--- config.mk ---
export PLATFORM = sky130hd
export DESIGN_NAME = pc_contador_flat
export DESIGN_NICKNAME = d
export VERILOG_FILES = /design/src/rtl/pc_contador_pkg.sv /design/src/rtl/pc_contador_if.sv /design/src/rtl/pc_contador.sv /design/src/flat_wrapper.sv
export SDC_FILE = /design/constraint.sdc
export NUM_CORES = 1
export LEC_CHECK = 0
export ABC_AREA = 1
export BUFFER_PORTS_ARGS = -buffer_cell sky130_fd_sc_hd__buf_4
export CAP_MARGIN = 20
export CORE_MARGIN = 1
export CORE_UTILIZATION = 30
export CTS_BUF_LIST = sky130_fd_sc_hd__clkbuf_4
export CTS_CLUSTER_SIZE = 40
export DETAILED_ROUTE_END_ITERATION = 8
export PLACE_DENSITY = 0.56
export SKIP_CTS_REPAIR_TIMING = 1
export SYNTH_ARGS = -nofsm -noshare
export SYNTH_HDL_FRONTEND = slang
export SYNTH_SLANG_ARGS = --single-unit
--- constraint.sdc ---
create_clock -name clk -period 3.2 [get_ports clk]
set_input_delay 0.64 -clock clk [delete_from_list [all_inputs] [get_ports clk]]
set_output_delay 0.64 -clock clk [all_outputs]
set_load 0.005 [all_outputs]
--- src/rtl/pc_contador_pkg.sv ---
// pc_contador_pkg
//   Shared definitions for the ones-counter control unit:
//   - state_t       : controller state encoding
//   - WIDTH_DEFAULT : default datapath operand width
//   - wdWidth()     : bit width of the iteration watchdog for a given operand width
package pc_contador_pkg;

  localparam int unsigned WIDTH_DEFAULT = 16;

  typedef enum logic [2:0] {
    IDLE,
    LOAD,
    TEST,
    INC,
    SHIFT,
    DONE
  } state_t;

  // The watchdog must hold WIDTH+1 (the trip value), so it needs
  // enough bits for values 0..WIDTH+1.
  function automatic int unsigned wdWidth(input int unsigned width);
    return $clog2(width + 2);
  endfunction

endpackage

--- src/rtl/pc_contador_if.sv ---
// pc_contador_if
//   Bundles the controller's handshake and datapath control/status lines.
//   Handshake : start (request), busy, done, err
//   Datapath  : zeroA, zeroA0 (status in), LoadA, RstB, IncB, ShiftR (controls out)
//   modport slave  : seen by the control unit
//   modport master : seen by the surrounding logic / datapath side
interface pc_contador_if;

  logic start;
  logic zeroA;
  logic zeroA0;
  logic LoadA;
  logic RstB;
  logic IncB;
  logic ShiftR;
  logic busy;
  logic done;
  logic err;

  modport slave (
    input  start, zeroA, zeroA0,
    output LoadA, RstB, IncB, ShiftR, busy, done, err
  );

  modport master (
    output start, zeroA, zeroA0,
    input  LoadA, RstB, IncB, ShiftR, busy, done, err
  );

endinterface

--- src/rtl/pc_contador.sv ---
// pc_contador
//   Control unit for the ones-counter datapath. Sequences load, test,
//   increment and shift so the datapath counts the set bits of its operand.
//
//   Ports:
//     clk    : single clock, rising edge
//     reset  : synchronous, active-low
//     bus    : pc_contador_if.slave
//                start  in  - level request, four-phase with done
//                zeroA  in  - operand register is all zero
//                zeroA0 in  - operand register bit 0
//                LoadA  out - load operand register
//                RstB   out - clear bit counter (asynchronous clear in the
//                             datapath, hence driven straight from a flop)
//                IncB   out - increment bit counter
//                ShiftR out - logical right shift of operand register
//                busy   out - LOAD/TEST/INC/SHIFT in progress
//                done   out - result valid
//                err    out - watchdog tripped, qualifies done
//
//   Every output is a flop loaded from the next-state decode, so outputs are
//   glitch-free and there is no combinational path from input to output.
module pc_contador
  import pc_contador_pkg::*;
#(
  parameter int unsigned WIDTH = WIDTH_DEFAULT
) (
  input  logic            clk,
  input  logic            reset,
  pc_contador_if.slave    bus
);

  localparam int unsigned WDW = wdWidth(WIDTH);
  localparam logic [WDW-1:0] WD_LIMIT = WDW'(WIDTH + 1);

  state_t         state;
  state_t         nextState;
  logic [WDW-1:0] wdCount;
  logic [WDW-1:0] wdNext;
  logic           wdTrip;

  logic loadAQ, rstBQ, incBQ, shiftRQ, busyQ, doneQ, errQ;
  logic loadANext, rstBNext, incBNext, shiftRNext, busyNext, doneNext, errNext;

  // The TEST visit being evaluated is counted, so the trip compares the
  // post-increment value: the (WIDTH+1)-th visit without zeroA trips.
  assign wdNext = wdCount + 1'b1;

  // ---------------------------------------------------------------------------
  // State register
  // ---------------------------------------------------------------------------
  always_ff @(posedge clk) begin
    if (!reset) begin
      state <= IDLE;
    end else begin
      state <= nextState;
    end
  end

  // ---------------------------------------------------------------------------
  // Next-state decode
  // ---------------------------------------------------------------------------
  always_comb begin
    nextState = state;
    wdTrip    = 1'b0;
    unique case (state)
      IDLE:  if (bus.start) nextState = LOAD;
      LOAD:  nextState = TEST;
      TEST: begin
        if (bus.zeroA) begin
          nextState = DONE;
        end else if (wdNext == WD_LIMIT) begin
          nextState = DONE;
          wdTrip    = 1'b1;
        end else if (bus.zeroA0) begin
          nextState = INC;
        end else begin
          nextState = SHIFT;
        end
      end
      INC:   nextState = SHIFT;
      SHIFT: nextState = TEST;
      DONE:  if (!bus.start) nextState = IDLE;
      default: nextState = IDLE;
    endcase
  end

  // ---------------------------------------------------------------------------
  // Output decode (from next state, registered below)
  // ---------------------------------------------------------------------------
  always_comb begin
    loadANext  = (nextState == LOAD);
    rstBNext   = (nextState == LOAD);
    incBNext   = (nextState == INC);
    shiftRNext = (nextState == SHIFT);
    busyNext   = (nextState inside {LOAD, TEST, INC, SHIFT});
    doneNext   = (nextState == DONE);
    // err is set by the tripping TEST and held only while DONE persists;
    // any other state (including LOAD) drops it.
    errNext    = (nextState == DONE) && (wdTrip || ((state == DONE) && errQ));
  end

  // ---------------------------------------------------------------------------
  // Output flops
  // ---------------------------------------------------------------------------
  always_ff @(posedge clk) begin
    if (!reset) begin
      loadAQ  <= 1'b0;
      rstBQ   <= 1'b0;
      incBQ   <= 1'b0;
      shiftRQ <= 1'b0;
      busyQ   <= 1'b0;
      doneQ   <= 1'b0;
      errQ    <= 1'b0;
    end else begin
      loadAQ  <= loadANext;
      rstBQ   <= rstBNext;
      incBQ   <= incBNext;
      shiftRQ <= shiftRNext;
      busyQ   <= busyNext;
      doneQ   <= doneNext;
      errQ    <= errNext;
    end
  end

  // ---------------------------------------------------------------------------
  // Iteration watchdog: cleared in LOAD, counts TEST visits.
  // Cannot wrap because TEST exits at WIDTH+1.
  // ---------------------------------------------------------------------------
  always_ff @(posedge clk) begin
    if (!reset) begin
      wdCount <= '0;
    end else if (state == LOAD) begin
      wdCount <= '0;
    end else if (state == TEST) begin
      wdCount <= wdNext;
    end
  end

  assign bus.LoadA  = loadAQ;
  assign bus.RstB   = rstBQ;
  assign bus.IncB   = incBQ;
  assign bus.ShiftR = shiftRQ;
  assign bus.busy   = busyQ;
  assign bus.done   = doneQ;
  assign bus.err    = errQ;

endmodule

--- src/flat_wrapper.sv ---
// flat-port wrapper written by rule: the top's interface ports become plain ports
module pc_contador_flat import pc_contador_pkg::*;
#(
  parameter int unsigned WIDTH = WIDTH_DEFAULT
)
  (clk, reset, bus_start, bus_zeroA, bus_zeroA0, bus_LoadA, bus_RstB, bus_IncB, bus_ShiftR, bus_busy, bus_done, bus_err);
  pc_contador_if bus_i ();
  input  logic clk;
  input  logic reset;
  input wire logic [$bits(bus_i.start)-1:0] bus_start;
  input wire logic [$bits(bus_i.zeroA)-1:0] bus_zeroA;
  input wire logic [$bits(bus_i.zeroA0)-1:0] bus_zeroA0;
  output wire logic [$bits(bus_i.LoadA)-1:0] bus_LoadA;
  output wire logic [$bits(bus_i.RstB)-1:0] bus_RstB;
  output wire logic [$bits(bus_i.IncB)-1:0] bus_IncB;
  output wire logic [$bits(bus_i.ShiftR)-1:0] bus_ShiftR;
  output wire logic [$bits(bus_i.busy)-1:0] bus_busy;
  output wire logic [$bits(bus_i.done)-1:0] bus_done;
  output wire logic [$bits(bus_i.err)-1:0] bus_err;
  assign bus_i.start = bus_start;
  assign bus_i.zeroA = bus_zeroA;
  assign bus_i.zeroA0 = bus_zeroA0;
  assign bus_LoadA = bus_i.LoadA;
  assign bus_RstB = bus_i.RstB;
  assign bus_IncB = bus_i.IncB;
  assign bus_ShiftR = bus_i.ShiftR;
  assign bus_busy = bus_i.busy;
  assign bus_done = bus_i.done;
  assign bus_err = bus_i.err;
  pc_contador #(.WIDTH(WIDTH)) u_core (.clk(clk), .reset(reset), .bus(bus_i));
endmodule
Word level (Yosys, flattened, before mapping)

Index checks and enable logic that the tools add are counted.

Input bits: 5
Memories: 0
Bits in latches: 0
ROM bits: 0
Register bits after elaboration: 14
Logic and storage cells: 37
Output and inout bits: 7
Bits in writable memories: 0

Bitwise logic cells: 1
Order comparisons: 0
Div/mod/pow operators: 0
Shift operators: 0
$mul: 0
Reduce and logical (&&, ||, !) cells: 7
Muxes and demuxes: 9
$add $sub $neg: 1
Eq/ne operators: 11

Operators by type and width:

| kind                                                                   | number |
|---|---|
| 3-bit 2-to-1 mux                                                       | 5 |
| 3-bit case mux with 5 select lines                                     | 1 |
| 3-bit by 2-bit equality test with 1-bit output (second input constant) | 4 |
| 3-bit equality test (second input constant)                            | 4 |
| 3-bit by 1-bit equality test with 1-bit output (second input constant) | 2 |
| 5-bit by 1-bit adder with 5-bit output (second input constant)         | 1 |
| 5-bit equality test (second input constant)                            | 1 |
| 4-bit nonzero test                                                     | 1 |
| 2-bit OR reduction                                                     | 2 |
| 3-bit logical NOT                                                      | 1 |
| 1-bit 2-to-1 mux                                                       | 3 |
| 1-bit logical AND                                                      | 2 |
| 1-bit logical OR                                                       | 1 |
| 1-bit NOT                                                              | 1 |

Longest topological paths before layout

Gate-level depths: netlist (run 1).

Depth after elaboration: 7
Mapped depth: 13
Gate-level depth less buffers: 13

Least setup slack after synthesis (run 1)

OpenSTA, ideal clock, no wires.

Path kind: register to register
Start point: register u_core.wdCount[0]
End point: register u_core.busyQ (netlist: u_core.bus.busy)
Arrival: 1.316 ns
Slack: 1.772 ns
Cell stages (with the launch flop): 13
Setup time: 0.112 ns
Cell sequence: dfxtp_1 ha_1 inv_1 nand2_1 nand2_2 nor2_4 nand3_4 nand3_2 nand2_4 nor2_4 inv_1 nand2_1 nand2_1

Longest elaborated chain between the ends: 7
Elaborated cells between the ends (all ways): 10
Classes of those cells: add/sub: 1; eq/ne: 5; mux: 3; reduce/logical: 1

Ends and longest elaborated chain:

| element                                                                      | line               | RTL |
|---|---|---|
| from (decl)                                                                  | pc_contador.sv:38  | `logic [WDW-1:0] wdCount;` |
| from (signal assigned)                                                       | pc_contador.sv:136 | `wdCount <= wdNext;` |
| 5-bit by 1-bit adder with 5-bit output *                                     | pc_contador.sv:47  | `assign wdNext = wdCount + 1'b1;` |
| 5-bit equality test *                                                        | pc_contador.sv:72  | `end else if (wdNext == WD_LIMIT) begin` |
| 3-bit 2-to-1 mux *                                                           | pc_contador.sv:72  |  |
| 3-bit 2-to-1 mux *                                                           | pc_contador.sv:70  | `if (bus.zeroA) begin` |
| 3-bit case mux with 5 select lines *                                         | pc_contador.sv:66  | `unique case (state)` |
| 3-bit by 1-bit equality test with 1-bit output, or another cell as far along | pc_contador.sv:96  | `busyNext = (nextState inside {LOAD, TEST, INC, SHIFT});` |
| 4-bit nonzero test *                                                         | pc_contador.sv:96  |  |
| to (signal assigned)                                                         | pc_contador.sv:120 | `busyQ <= busyNext;` |
| to (decl)                                                                    | pc_contador.sv:42  | `logic loadAQ, rstBQ, incBQ, shiftRQ, busyQ, doneQ, errQ;` |

Every way passes the cells marked *; elsewhere a longest branch is shown, timed or not.
A chain may end at the register's enable or synchronous reset.

Final worst setup path (run 1)

Ends and elaborated chain as after synthesis.

==> flow_summary.ini, run 1 <==
[status]
outcome = complete, no violations

[finish]
area.growth.synth_to_final_pct = 18.32
drive_above_1_share = 0.3097
nNetsFinal = 121
diodes = 0
utilization = 0.3870

[sta]
fin_crit_sh = 0.4980
slew_headroom = 0.8277
drv_slew = 0
worst_pin_slew_ns = 0.2578
hold_slack_ns = 0.5268
rsz0062_at_grt = no
setup_viol = 0
period_needed_ns = 1.594
fmax_mhz = 627.5
setup-tns-final_ns = 0
final_hold_viol_count = 0
fin_skew_ns = 0.0008999
timing.final.ws_setup_ns = 1.606

[routing]
drc = 0
drt_iter0_markers = 11
ant_nets = 0
wl_um = 1316
wl_per_cell_um = 9.333
avgViaCountPerCell = 4.390
drtPass1Iterations = 2
vias = 619

[die]
core_area_um2 = 2276
die_w_um = 51.82
start_util = 0.3271
dieArea_um2 = 2685
core.rowCount = 17
io-pin-count = 12
die_h_um = 51.82

[worst_setup_path]
cp.arrival_ns = 1.78
crit_type = flip-flop to flip-flop
path_max_fanout = 5
cp.required_ns = 3.38
reg2reg_depth = 12
crit_path_end_kind = flip-flop
start_kind = flip-flop

[place]
portBuffers = 11
place_ws_ns = 1.617
dp_hpwl_um = 1077
gp_congestion = 0.8557

[yosys]
ys_warn_count = 0
syn_inst = 99
synthesis.area_um2 = 744.5
ys_ff_latch = 14
ys_types = 21
synth_seq_area_share = 0.3765
syn_avg_cell_area_um2 = 7.520
syn_nets = 106

[pwr]
leakage_nw = 0.4149
powerDensity_nw_per_um2 = 448.9
peakVddDrop_v = 0.0002869

[clock_network]
clockBufferDepth = 2
numCtsBuffers = 3
cts_root_buf = clkbuf_4
clock_latency_ns = 0.28
tritoncts = built
clk_pin_slew_ns = 0.08
htreeDepth = 1
cts_sinks = 14

[grt]
grt_start_max_net_pins = 9
groute.usage.overall = 0.1174
grt_pass1_wl_um = 2311
antenna_found_initial = 0
grt_pass1_vias = 585
grt-ovfl-total = 0

[hold_path]
whs_path_depth = 2
hold_class = flip-flop to flip-flop

[flow_run]
drv_cap = 0
==> per-stage QoR <==
step	area (um^2)	std cells	power [mW]
after floorplan	744.5	99	0.2720
after global placement	854.6	137	0.2951
after detailed placement	854.6	137	0.2977
after CTS	880.8	141	0.4026
after global routing	880.8	141	0.4215
final	880.8	141	0.3954
==> synth_stat cells <==
master,count,area [um^2]
nand2_4,3,33.78
nand2_2,8,50.05
o21ai_0,4,20.02
a31oi_1,1,6.260
a21boi_0,1,7.510
nand2_1,15,56.30
a21oi_1,4,20.02
nand3_4,1,17.52
nand3_2,2,20.02
clkinv_4,1,8.760
nand4_1,2,12.51
dfxtp_1,14,280.3
inv_2,3,11.26
nor2_1,11,41.29
nor2_4,2,22.52
nand3_1,5,25.02
nor3_2,1,10.01
nor3_1,1,5.000
ha_1,2,25.02
buf_4,1,7.510
inv_1,17,63.81
==> worst paths after layout <==
check,to,from,slack [ns]
max reg2reg,u_core.bus.busy,u_core.wdCount[0],1.61
min,u_core.wdCount[0],u_core.wdCount[0],0.53
max,u_core.bus.busy,u_core.wdCount[0],1.61
min reg2reg,u_core.wdCount[0],u_core.wdCount[0],0.53
==> sequential cells by signal, indices dropped and copies added, names as in the netlist <==
signal and count:
u_core.bus.IncB 1, u_core.bus.LoadA 1, u_core.bus.ShiftR 1, u_core.bus.busy 1, u_core.bus.done 1, u_core.bus.err 1
u_core.state 3, u_core.wdCount 5
==> cell families (layout without fill, tap and decap cells) <==
family | count (synthesis) | count (layout) | share of synthesized area
flops | 14 | 14 | 0.3765
fa+ha+maj | 2 | 2 | 0.03361
simple gates | 51 | 51 | 0.3949
buf+inv | 22 | 36 | 0.1227
compound gates | 10 | 10 | 0.07228
==> where the power goes <==
group,switching [mW],total [mW],internal [mW]
combinational,0.0569,0.0951,0.0383
sequential,0.0101,0.197,0.187
clock,0.0580,0.103,0.0452
total,0.125,0.395,0.270
==> per-layer routing <==
| layer | track usage | share of wire | routed length [um] | up-vias |
|---|---|---|---|---|
| met5 | 0 | 0 | 0 | - |
| met4 | 0.03153 | 0 | 0 | 0 |
| met3 | 0.05848 | 0.053 | 70 | 0 |
| met2 | 0.1991 | 0.49 | 645 | 11 |
| met1 | 0.1287 | 0.46 | 600 | 276 |
| li1 | - | - | - | 332 |
==> placed cells by master, fill, tap and decap left out, drive strengths merged, types with 2 or more instances in the layout <==
cell and n:
a21oi 4, buf 11, clkbuf 3, clkinv 2
dfxtp 14, ha 2, inv 20, nand2 26
nand3 8, nand4 2, nor2 13, nor3 2
o21ai 4
==> final cells by class <==
| type | count | area, um^2 |
|---|---|---|
| clock buffer | 3 | 22.52 |
| clock inverter | 1 | 3.754 |
| fill | 245 | 1395 |
| inverter | 21 | 83.83 |
| multi-input combinational | 63 | 372.9 |
| sequential | 14 | 280.3 |
| tap | 28 | 35.03 |
| timing repair buffer | 11 | 82.58 |
==> worst max-delay path, cell delays in order (launching register included) <==
cell     delay (ns)
dfxtp_1        0.40
ha_1           0.26
inv_1          0.06
nand2_1        0.07
nand2_2        0.07
nor2_4         0.10
nand3_4        0.10
nand3_2        0.10
nand2_4        0.06
nor2_4         0.11
inv_1          0.05
nand2_1        0.06
nand2_1        0.04
No activity file was read; power rests on OpenSTA's default activity.
==> run 2: changes to the inputs <==
--- a/config.mk
+++ b/config.mk
@@ -5,7 +5,7 @@
 export SDC_FILE = /design/constraint.sdc
 export NUM_CORES = 1
 export LEC_CHECK = 0
-export ABC_AREA = 1
+export ABC_AREA = 0
 export BUFFER_PORTS_ARGS = -buffer_cell sky130_fd_sc_hd__buf_4
 export CAP_MARGIN = 20
 export CORE_MARGIN = 1
==> constraint.sdc (replaced) <==
create_clock -name clk -period 1.5 [get_ports clk]
set_input_delay 0.3 -clock clk [delete_from_list [all_inputs] [get_ports clk]]
set_output_delay 0.3 -clock clk [all_outputs]
set_load 0.005 [all_outputs]
==> run 2 against run 1 <==
The flow now finishes with violations (negative setup slack). Final cell count decreased by 6.4%. Area after synthesis decreased by 2.7%. Clock power increased by 110%. Critical path type unchanged. Critical endpoint unchanged.
==> flow_summary.ini, run 2 <==
[status]
outcome = finished with violations
violations = negative setup slack

[sta]
final_hold_viol_count = 0
period_needed_ns = 1.686
rsz0062_at_grt = yes
worst_pin_slew_ns = 0.3965
timing.final.ws_setup_ns = -0.1865
setup_viol = 8
fin_crit_sh = 1.124
fin_skew_ns = 0.006311
setup-tns-final_ns = -0.8170
fmax_mhz = 592.9
drv_slew = 0
slew_headroom = 0.7356

[worst_setup_path]
reg2reg_slack_ns = -0.19
endpoint = u_core.bus.busy
reg2reg_depth = 6
cp.arrival_ns = 1.87
crit_path_cell_trace = ha_4 > or3b_4 > a41oi_2 > o31ai_2 > a211o_1 > and3_1
start_kind = flip-flop
r2r-end = u_core.bus.busy
regToRegStartpoint = u_core.wdCount[0]
cp.required_ns = 1.68
crit_type = flip-flop to flip-flop
crit_path_end_kind = flip-flop
max_stage_delay_ns = 0.38
cp-startpoint = u_core.wdCount[0]
slowest_stage = or3b_4
path_max_fanout = 4

[yosys]
synthesis.area_um2 = 724.4
synthArstFlopShare = 0
yosysMostFrequentCell = dfxtp_1
ys_ff_latch = 14
ys_types = 35
syn_nets = 82
syn_avg_cell_area_um2 = 9.659
ys_warn_count = 0
synth_ff_type = dfxtp_1
synth_seq_area_share = 0.3869
synth_top_area_cell = dfxtp_1
syn_inst = 75
synth_top_area_frac = 0.3869
synthTopCellsByCount = dfxtp_1 (14), nor2_1 (11), inv_1 (5)
synthTopCellsByArea = dfxtp_1 (39%), nor2_1 (5.7%), a2111oi_4 (3.8%)
synth_edf_count = 0

[finish]
layout_common_cells = buf_4 (27), dfxtp_1 (12), nor2_1 (10)
final_common_cell = buf_4
utilization = 0.4501
largest_reg_flops = 5
drive_above_1_share = 0.4423
regMostFlops = u_core.wdCount
reg_top3 = u_core.wdCount: 5 flops, u_core.state: 3 flops
diodes = 0
area.growth.synth_to_final_pct = 40.07
nNetsFinal = 112

[routing]
wl_per_cell_um = 10.62
drtPass1Iterations = 4
wl_met1_um = 702
avgViaCountPerCell = 4.727
wl_met3_um = 29
vias = 624
dr.max_layer_used = met4
drc = 0
wl_met2_um = 643
wl_um = 1402
drt_iter0_markers = 6
ant_nets = 0

[place]
dp_hpwl_um = 1071
portBuffers = 11
gp_congestion = 0.7888

[grt]
grt_pass1_wl_um = 2415
antenna_found_initial = 0
grt-ovfl-total = 0
grt_pass1_vias = 590
grt_start_max_net_pins = 11
groute.usage.overall = 0.1252

[clock_network]
cts_root_buf = clkbuf_4
clock_latency_ns = 0.28
numCtsBuffers = 3
clk_pin_slew_ns = 0.09
cts_sinks = 14
tritoncts = built
htreeDepth = 1
clockBufferDepth = 2

[die]
die_w_um = 51.14
io-pin-count = 12
dieArea_um2 = 2615
core_area_um2 = 2255
die_h_um = 51.14
core.rowCount = 17
start_util = 0.3213

[pwr]
powerDensity_nw_per_um2 = 816.5
p_int_mw = 0.5975
switchingPower_mw = 0.2310
peakVddDrop_v = 0.0004115
p_clk_frac = 0.265
p_sw_frac = 0.2788
leakage_nw = 0.4492
comb_power_share = 0.249
p_seq_frac = 0.486

[flow_run]
drv_cap = 0

[hold_path]
hold_class = input pin to flip-flop
==> run 2: cell types whose count changed in the layout (fill, tap and decap cells not counted), sizes merged, moves of 3 or more <==
cell	before	now
o21ai	4	1
nand2	26	2
nand3	8	1
xor2	0	3
buf	11	27
inv	20	5
==> run 2: critical path, delay by kind of cell (launching register included) <==
family,cells,cell delay [ns]
simple gates,2,0.55
compound gates,3,0.51
flops,1,0.36
fa+ha+maj,1,0.16
==> run 2: area by class of cell <==
type | count | area [um^2]
clock buffers | 3 | 22.52
clock inverters | 1 | 3.754
fillers | 237 | 1240
inverters | 5 | 18.77
multi-input cells | 54 | 444.2
flip-flops and latches | 14 | 287.8
well taps | 28 | 35.03
repair buffers | 27 | 202.7
==> run 2: how the worst min path moves through the flow <==
stage / slack, ns / to / from / cells after the start
floorplan: 0.42 / u_core.state[0] / reset / 1
global placement: 0.58 / u_core.state[2] / reset / 2
detailed placement: 0.58 / u_core.state[0] / reset / 2
CTS: 0.28 / u_core.state[2] / reset / 2
global route: 0.29 / u_core.state[2] / reset / 2
finish: 0.31 / u_core.state[2] / reset / 2
==> run 2: cell families after synthesis <==
kind of cell,synth area share
compound gates,0.1796
xor+xnor,0.06046
fa+ha+maj,0.03454
buf+inv,0.05182
flops,0.3869
simple gates,0.2867
==> run 2: through the flow <==
step / instances / setup slack (ns) / power (mW) / hold WS (ns) / instance area (um^2)
detailed placement: 128 / -0.2362 / 0.6096 / 0.5814 / 958.4
finish: 132 / -0.1865 / 0.8285 / 0.3086 / 1015
global route: 132 / -0.2517 / 0.8847 / 0.2936 / 1015
CTS: 132 / -0.2353 / 0.8336 / 0.2823 / 984.7
floorplan: 75 / -0.1328 / 0.5225 / 0.4217 / 739.5
global placement: 128 / -0.2392 / 0.6102 / 0.5784 / 958.4
==> run 2: layer usage <==
layer / vias to the layer above / global-route usage
met4: 0 / 0.08333
met3: 5 / 0.01786
met2: 9 / 0.1974
li1: 327 / -
met1: 283 / 0.1568
met5: - / 0
==> run 2: power by group through the flow <==
stage,Combinational [mW],Clock (mW),Sequential (mW)
floorplan,0.101,0,0.422
global placement,0.197,0,0.413
detailed placement,0.196,0,0.414
CTS,0.198,0.231,0.405
global route,0.229,0.251,0.405
finish,0.206,0.219,0.403
